File: config.mk
export PLATFORM = sky130hd
export DESIGN_NAME = fetch_buffer
export DESIGN_NICKNAME = d
export VERILOG_FILES = /design/src/rtl/fetch_pkg.sv /design/src/rtl/fetch_fifo.sv /design/src/rtl/fetch_buffer.sv
export SDC_FILE = /design/constraint.sdc
export NUM_CORES = 1
export LEC_CHECK = 0
export BUFFER_PORTS_ARGS = -buffer_cell sky130_fd_sc_hd__buf_2
export CAP_MARGIN = 25
export CORE_MARGIN = 4
export CORE_UTILIZATION = 59
export CTS_CLUSTER_DIAMETER = 200
export DETAILED_ROUTE_END_ITERATION = 16
export GPL_TIMING_DRIVEN = 0
export PLACE_DENSITY = 0.8
export SYNTH_ARGS = -nofsm -noshare
export SYNTH_HDL_FRONTEND = slang
export SYNTH_SLANG_ARGS = --single-unit
File: constraint.sdc
create_clock -name clk -period 5.18 [get_ports clk]
set_input_delay 0.777 -clock clk [delete_from_list [all_inputs] [get_ports clk]]
set_output_delay 0.777 -clock clk [all_outputs]
set_load 0.005 [all_outputs]
File: src/rtl/fetch_pkg.sv
// ---------------------------------------------------------------------------
// fetch_pkg
// Shared types and constants for the instruction fetch buffer.
//   XLEN          : address / instruction word width
//   DEPTH_DEFAULT : default number of instruction FIFO entries
//   fetch_state_t : request FSM states (IDLE, WAIT, DISCARD)
//   fetch_entry_t : one FIFO entry {pc, data, fault}
// ---------------------------------------------------------------------------
package fetch_pkg;

    localparam int XLEN          = 32;
    localparam int DEPTH_DEFAULT = 4;

    // IDLE    : no memory request outstanding
    // WAIT    : one request outstanding, its response will be kept
    // DISCARD : one request outstanding, its response will be dropped
    typedef enum logic [1:0] {
        IDLE    = 2'd0,
        WAIT    = 2'd1,
        DISCARD = 2'd2
    } fetch_state_t;

    typedef struct packed {
        logic [XLEN-1:0] pc;
        logic [XLEN-1:0] data;
        logic            fault;
    } fetch_entry_t;

endpackage

File: src/rtl/fetch_fifo.sv
// ---------------------------------------------------------------------------
// fetch_fifo
// Instruction FIFO of fetch_entry_t with up to two writes per cycle.
// The second write port exists because a memory response and a misaligned
// PC (which becomes a fault entry without touching memory) can both land in
// the same cycle; the primary port is always the older of the two.
//   clk, reset              : clock, asynchronous active-high reset
//   clear                   : empty the FIFO; overrides any push/pop
//   push, push_entry        : primary (older) write
//   push_extra, push_extra_entry : secondary (younger) write
//   pop                     : remove head entry (ignored when empty)
//   count                   : number of valid entries, 0..DEPTH
//   head                    : entry at the read pointer
// ---------------------------------------------------------------------------
module fetch_fifo
    import fetch_pkg::*;
#(
    parameter int DEPTH = DEPTH_DEFAULT
) (
    input  logic                     clk,
    input  logic                     reset,
    input  logic                     clear,
    input  logic                     push,
    input  fetch_entry_t             push_entry,
    input  logic                     push_extra,
    input  fetch_entry_t             push_extra_entry,
    input  logic                     pop,
    output logic [$clog2(DEPTH):0]   count,
    output fetch_entry_t             head
);

    localparam int PW = $clog2(DEPTH);
    localparam int CW = PW + 1;

    fetch_entry_t    mem [DEPTH];
    logic [PW-1:0]   rd_ptr;
    logic [PW-1:0]   wr_ptr;
    logic            pop_ok;
    logic            push_ok;
    logic            extra_ok;
    logic [CW-1:0]   space;

    // A pop frees its slot in the same cycle, so a push into a full FIFO
    // alongside a pop is allowed; any write that would overflow is dropped.
    always_comb begin
        pop_ok   = pop && (count != '0);
        space    = CW'(DEPTH) - count + CW'(pop_ok);
        push_ok  = push && (space != '0);
        extra_ok = push_extra && (space > CW'(push_ok));
    end

    // Pointers are PW bits wide, so wrapping modulo DEPTH is free.
    always_ff @(posedge clk or posedge reset) begin
        if (reset) begin
            rd_ptr <= '0;
            wr_ptr <= '0;
            count  <= '0;
        end else if (clear) begin
            rd_ptr <= '0;
            wr_ptr <= '0;
            count  <= '0;
        end else begin
            rd_ptr <= rd_ptr + PW'(pop_ok);
            wr_ptr <= wr_ptr + PW'(push_ok) + PW'(extra_ok);
            count  <= count + CW'(push_ok) + CW'(extra_ok) - CW'(pop_ok);
        end
    end

    // Storage needs no reset: entries are only visible through count.
    always_ff @(posedge clk) begin
        if (!clear) begin
            if (push_ok) begin
                mem[wr_ptr] <= push_entry;
            end
            if (extra_ok) begin
                mem[wr_ptr + PW'(push_ok)] <= push_extra_entry;
            end
        end
    end

    assign head = mem[rd_ptr];

endmodule

File: src/rtl/fetch_buffer.sv
// ---------------------------------------------------------------------------
// fetch_buffer
// Accepts fetch addresses from the PC, issues at most one instruction memory
// request at a time, and queues returned instructions (or misaligned-fetch
// faults) for decode. A flush discards queued work and drops the response of
// any request still in flight.
//   clk, reset              : clock, asynchronous active-high reset
//   pc_in, pc_valid         : fetch address offered by the PC
//   pc_ready                : fetch address accepted this cycle
//   flush                   : branch redirect
//   imem_req, imem_addr     : registered memory request
//   imem_ack, imem_rdata    : memory response
//   inst_valid, inst_ready  : decode handshake on the FIFO head
//   inst_data, inst_pc, inst_fault : head entry contents
// XLEN must match fetch_pkg::XLEN, which sizes the stored entries.
// ---------------------------------------------------------------------------
module fetch_buffer
    import fetch_pkg::*;
#(
    parameter int DEPTH = DEPTH_DEFAULT,
    parameter int XLEN  = fetch_pkg::XLEN
) (
    input  logic            clk,
    input  logic            reset,
    input  logic [XLEN-1:0] pc_in,
    input  logic            pc_valid,
    output logic            pc_ready,
    input  logic            flush,
    output logic            imem_req,
    output logic [XLEN-1:0] imem_addr,
    input  logic            imem_ack,
    input  logic [XLEN-1:0] imem_rdata,
    output logic            inst_valid,
    input  logic            inst_ready,
    output logic [XLEN-1:0] inst_data,
    output logic [XLEN-1:0] inst_pc,
    output logic            inst_fault
);

    localparam int CW = $clog2(DEPTH) + 1;

    fetch_state_t    state;
    fetch_state_t    state_next;
    logic            req_next;
    logic [XLEN-1:0] addr_next;
    logic [CW-1:0]   count;
    logic [CW-1:0]   occupied;
    logic            accept;
    logic            aligned;
    logic            push_ack;
    logic            push_fault;
    logic            pop;
    fetch_entry_t    ack_entry;
    fetch_entry_t    fault_entry;
    fetch_entry_t    head;

    // State and request registers; reset abandons any outstanding request.
    always_ff @(posedge clk or posedge reset) begin
        if (reset) begin
            state     <= IDLE;
            imem_req  <= 1'b0;
            imem_addr <= '0;
        end else begin
            state     <= state_next;
            imem_req  <= req_next;
            imem_addr <= addr_next;
        end
    end

    // An outstanding WAIT request reserves a FIFO slot for its response, so
    // occupancy counts it. A new PC is taken only when nothing is in flight
    // or the in-flight request completes this cycle, keeping at most one
    // request outstanding while allowing back-to-back single-cycle fetches.
    always_comb begin
        occupied    = count + CW'(state == WAIT);
        pc_ready    = !reset && !flush && (state != DISCARD) &&
                      (occupied < CW'(DEPTH)) && ((state == IDLE) || imem_ack);
        accept      = pc_valid && pc_ready;
        aligned     = (pc_in[1:0] == 2'b00);
        push_ack    = (state == WAIT) && imem_ack && !flush;
        push_fault  = accept && !aligned;
        pop         = inst_valid && inst_ready;
        ack_entry   = '{pc: imem_addr, data: imem_rdata, fault: 1'b0};
        fault_entry = '{pc: pc_in, data: '0, fault: 1'b1};

        state_next  = state;
        req_next    = imem_req;
        addr_next   = imem_addr;

        case (state)
            IDLE: begin
                if (accept && aligned) begin
                    state_next = WAIT;
                    req_next   = 1'b1;
                    addr_next  = pc_in;
                end
            end
            WAIT: begin
                if (imem_ack) begin
                    if (accept && aligned) begin
                        state_next = WAIT;
                        req_next   = 1'b1;
                        addr_next  = pc_in;
                    end else begin
                        state_next = IDLE;
                        req_next   = 1'b0;
                    end
                end else if (flush) begin
                    state_next = DISCARD;
                end
            end
            DISCARD: begin
                if (imem_ack) begin
                    state_next = IDLE;
                    req_next   = 1'b0;
                end
            end
            default: begin
                state_next = IDLE;
                req_next   = 1'b0;
            end
        endcase
    end

    fetch_fifo #(
        .DEPTH (DEPTH)
    ) u_fifo (
        .clk              (clk),
        .reset            (reset),
        .clear            (flush),
        .push             (push_ack),
        .push_entry       (ack_entry),
        .push_extra       (push_fault),
        .push_extra_entry (fault_entry),
        .pop              (pop),
        .count            (count),
        .head             (head)
    );

    assign inst_valid = (count != '0);
    assign inst_data  = head.data;
    assign inst_pc    = head.pc;
    assign inst_fault = head.fault;

endmodule

# Word level (Yosys, flattened, before mapping)
# Memories as Yosys holds them, arrays and structs flattened.
# Cells that the tools add are included.
[word_totals]
reg_bits = 42
ramBits = 260
out_inout_bits = 100
mem_count = 1
[op_classes]
add_sub_neg = 9
n_lt_le_gt_ge = 2
eq_ne = 7
muxes = 23
reduce_logical = 25
[mem_list]
columns = ["memory", "words", "word_bits", "read_ports", "rd_ports_with_merged_regs", "wr", "line_no", "text"]
rows = [
  ["u_fifo.mem", 4, 65, 1, 0, 2, "fetch_fifo.sv:35", "fetch_entry_t mem [DEPTH];"],
]
[op_table]
columns = ["operator", "n"]
rows = [
  ["$mux W32", 2],
  ["$pmux W32 S2", 1],
  ["$logic_and A1 B1 Y1", 13],
  ["$add A3 B1 Y3", 4],
  ["$mux W2", 6],
  ["$mux W1", 11],
  ["$add A2 B1 Y2", 3],
  ["$ne A2 B2 Y1 const B", 3],
  ["$pmux W2 S3", 1],
  ["$reduce_and A3 Y1", 2],
  ["$reduce_bool A3 Y1", 2],
  ["$logic_not A2 Y1", 2],
  ["$gt A3 B1 Y1", 1],
  ["$logic_not A1 Y1", 3],
  ["$lt A3 B3 Y1 const B", 1],
  ["$mux W3", 1],
  ["$ne A3 B3 Y1 const B", 1],
  ["$pmux W1 S3", 1],
  ["$sub A3 B1 Y3", 1],
  ["$sub A3 B3 Y3 const A", 1],
  ["$eq A2 B1 Y1 const B", 1],
  ["$eq A2 B2 Y1 const B", 1],
  ["$ne A2 B1 Y1 const B", 1],
  ["$reduce_and A2 Y1", 1],
  ["2 further kinds", 2],
]

# Longest topological paths before layout
[depth]
depth_word = 11
depth_mapped = 17
mapped_depth_nobuf = 16

# Modules after synthesis
# Synthesis repeated with hierarchy kept, for this count alone.
[hier_totals]
cells_unflattened = 784
hier_area_um2 = 14745.4
[modules_own_cells]
columns = ["mod", "instances", "cells_each", "area_each_um2"]
rows = [
  ["fetch_fifo", 1, 684, 13304.0],
  ["fetch_buffer", 1, 100, 1441.4],
]

# Least setup slack after synthesis
# No wires, ideal clock.
[synth_timing]
kind = "flip-flop to flip-flop"
startpoint = "register u_fifo.count[2]"
endpoint = "memory u_fifo.mem[1][33] (netlist name), enable pin"
setup_ns = 0.425
arrival_time_ns = 4.252
setup_slack_ns = 0.502
path_stages_with_launch = 14
path_buffers = 1
period_less_slack_ns = 4.678
cell_sequence = "dfrtp_1 buf_4 or3_1 nand2_1 ha_1 inv_1 ha_1 nor2b_1 a21oi_1 ha_1 nor2_1 nor3_2 or3_1 o21ai_1"
[synth_rtl]
columns = ["item", "line_no", "text"]
rows = [
  ["from (decl)", "fetch_fifo.sv:28", "output logic [$clog2(DEPTH):0] count,"],
  ["from (signal assigned)", "fetch_fifo.sv:65", "count <= count + CW'(push_ok) + CW'(extra_ok) - CW'(pop_ok);"],
  ["to (decl)", "fetch_fifo.sv:35", ""],
]

==> run_results.csv <==
group,metric,value,unit
detailed_routing,vias,12200,
synth,ys_ff_latch,302,
power_and_ir_drop,p_clk_share,32.0,%
placement,gp_congestion,0.899,
power_and_ir_drop,p_switching,1.99,mW
detailed_routing,dr.first_iter.drc_count,1756,
detailed_routing,ant_nets,0,
detailed_routing,vias_per_cell,6.61,
detailed_routing,wl,43500,um
synth,synthFlopType,"dfxtp_1",
clock_network,clock_path_buffers,3,
finish,syn_to_final_growth,15.4,%
sta,drv_slew,0,
finish,multiInputGateArea,0.00636,mm^2
sta,min_period,4480,ps
sta,setup_viol_count_final,0,
synth,yosysTopAreaCellShare,26.2,%
sta,finalCritPeriodShare,86.4,%
clock_network,clk_pin_slew,60,ps
sta,tns,0,ps
synth,synth_edf_count,128,
synth,yosys.cell_types.count,49,
worst_setup_path,start_kind,"flop",
clock_network,cts_hold_buf,0,
grt,grt_remaining_overflow,0,
grt,grt_max_degree,34,
sta,rsz0062_at_grt,"no",
worst_setup_path,critPathKind,"reg -> reg",
worst_setup_path,crit_fanout,32,
synth,syn_avg_cell_area,11.3,um^2
detailed_routing,wl_per_cell,23.5,um
worst_setup_path,startpoint,"u_fifo.count[2]$_DFF_PP0_",
grt,grt_usage,30.6,%
synth,ys_seq_area_share,51.3,%
worst_setup_path,cp.arrival,4650,ps
sta,relSlewSlack,34.2,%
finish,nNetsFinal,1583,
floorplanning,initial_utilization,60.2,%
clock_network,post_cts_buffers,0,
clock_network,cts_resized,0,
synth,synth_top_cell_by_area,"edfxtp_1",
placement,dp_slack,756,ps
power_and_ir_drop,power.density,383,mW/mm^2
floorplanning,fp.dieH,166,um
sta,fin_ws,704,ps
clock_network,insertion_delay,560,ps
synth,synth_warnings,0,
synth,synth_cells,1299,
finish,drive_gt1_share,23.9,%
clock_network,cts_tree,"built",
synth,syn-num-nets,1378,
finish,ff_latch_area,0.00754,mm^2
floorplanning,io_pins,170,
power_and_ir_drop,power_frac_comb,23.6,%
power_and_ir_drop,power,6.49,mW
worst_hold_path,hp-class,"in -> async",
worst_setup_path,r2r-start,"u_fifo.count[2]$_DFF_PP0_",
power_and_ir_drop,switching_share,30.7,%
sta,max_freq,223,MHz
power_and_ir_drop,pwr-share-seq,44.3,%
finish,final_core_util,69.5,%
grt,grt_pass1_wl,68100,um
floorplanning,coreArea,0.0244,mm^2
clock_network,numCtsBuffers,31,
power_and_ir_drop,cellLeakagePower,6.40,nW
clock_network,h-tree-depth,1,
worst_setup_path,required,5350,ps
detailed_routing,first_pass_iters,6,
floorplanning,dieWidth,166,um
worst_setup_path,ff2ff_path_depth,14,
clock_network,clockRootBuffer,"clkbuf_16",
clock_network,cts.sinks,302,
synth,async_flop_share,13.9,%
detailed_routing,post-route-drc-count,0,
placement,hpwl,29000,um
power_and_ir_drop,peakVddDrop,0.303,mV
finish,n_fill_cell,1760,
job,timing.max_cap.violations,0,
worst_setup_path,end_kind,"flop",
grt,grt_pass1_vias,12200,
sta,worstMarginPinSlew,987,ps
placement,io_buffers,169,
run_status,status,"complete, no violations",
sta,skew,11.3,ps
synth,ys_top_cells_by_count,"256 x nand3_1, 132 x dfxtp_1, 130 x a21oi_1, 130 x o21ai_0",
synth,synth_most_common_cell,"nand3_1",
grt,antenna_found_initial,1,
synth,syn_area,0.0147,mm^2
floorplanning,die_area,0.0275,mm^2
sta,fin_hold_ws,151,ps
sta,hold_viol,0,
synth,synth_area_leaders,"edfxtp_1 26%, dfxtp_1 18%, mux4_2 10%",
power_and_ir_drop,cell_internal_pwr,4.50,mW
floorplanning,num_rows,57,
-- layout make-up --
class	instances	area share, %
Buffer	133	3.87
Multi-Input combinational cell	822	37.5
Tap cell	324	2.39
Timing Repair Buffer	172	5.34
Clock buffer	46	5.15
Inverter	42	0.930
Antenna cell	1	0.0148
Clock inverter	10	0.310
Sequential cell	302	44.5
-- cells by family after synthesis --
kind of cell               Yosys count  synth area share, %
muxes                              223                 21.0
DFF                                302                 51.3
buffers and inverters              175                 5.54
adders and majority gates            9                0.869
AOI/OAI and AO/OA                  281                 9.98
and+or+nand+nor                    299                 10.6
xor gates and xnor gates            10                0.699
-- state kept, by name (all words and copies together) (netlist names) --
register / count
imem_addr: 32
imem_req: 1
state: 2
u_fifo.count: 3
u_fifo.mem: 260
u_fifo.rd_ptr: 2
u_fifo.wr_ptr: 2
-- layout by cell type (no fill, tap or decap), drive strengths merged, types with 3 or more instances in the layout --
cell,n
clkbuf,108
o21ai,137
mux2,30
dfxtp,132
buf,243
clkinv,9
nor2b,3
xnor2,7
dfrtp,42
nand2,8
ha,7
nand3,257
a21o,3
mux4,65
mux2i,128
a21oi,130
xor2,3
inv,42
nor2,13
and2,3
nor3,4
edfxtp,128
-- power by group through the flow --
stage               registers (mW)  clock network [mW]  logic (mW)
floorplan                     2.87                   0       0.944
global route                  2.91                2.19        1.65
detailed placement            2.91                   0        1.52
CTS                           2.87                2.07        1.53
global placement              2.91                   0        1.48
finish                        2.88                2.08        1.53
-- per-stage QoR --
stage | cells | area [um^2]
6_report | 1852 | 16900
5_1_grt | 1852 | 16900
4_1_cts | 1851 | 16900
3_5_place_dp | 1795 | 16000
3_3_place_gp | 1792 | 15900
2_1_floorplan | 1299 | 14700
-- final timing paths --
path,slack (ps),endpoint
setup / recovery,700,u_fifo.mem[2][51]$_DFFE_PP_
hold / removal,150,u_fifo.wr_ptr[1]$_DFF_PP0_
setup reg to reg,700,u_fifo.mem[2][51]$_DFFE_PP_
hold reg to reg,460,u_fifo.mem[1][0]$_SDFFE_PP1P_
max in group asynchronous,4530,imem_addr[2]$_DFFE_PP0P_
min in group clk,440,imem_addr[23]$_DFFE_PP0P_
-- worst max-delay path, stage by stage (launching register included) --
cell and delay, ps:
dfrtp_1 360, buf_4 170, or3_1 340, nand2_1 120
ha_1 150, inv_1 40, ha_1 340, nor2b_1 270
a21oi_1 170, ha_1 260, xor2_1 330, o311ai_1 210
nor3_2 160, buf_2 350, a21o_2 810
-- routing by layer --
metal	global-route usage [%]	wire length, um
met5	0	0
met4	11.3	1580
met3	6.50	5130
met2	48.2	20300
met1	42.5	16600
Power figures use the tool's default switching activity.
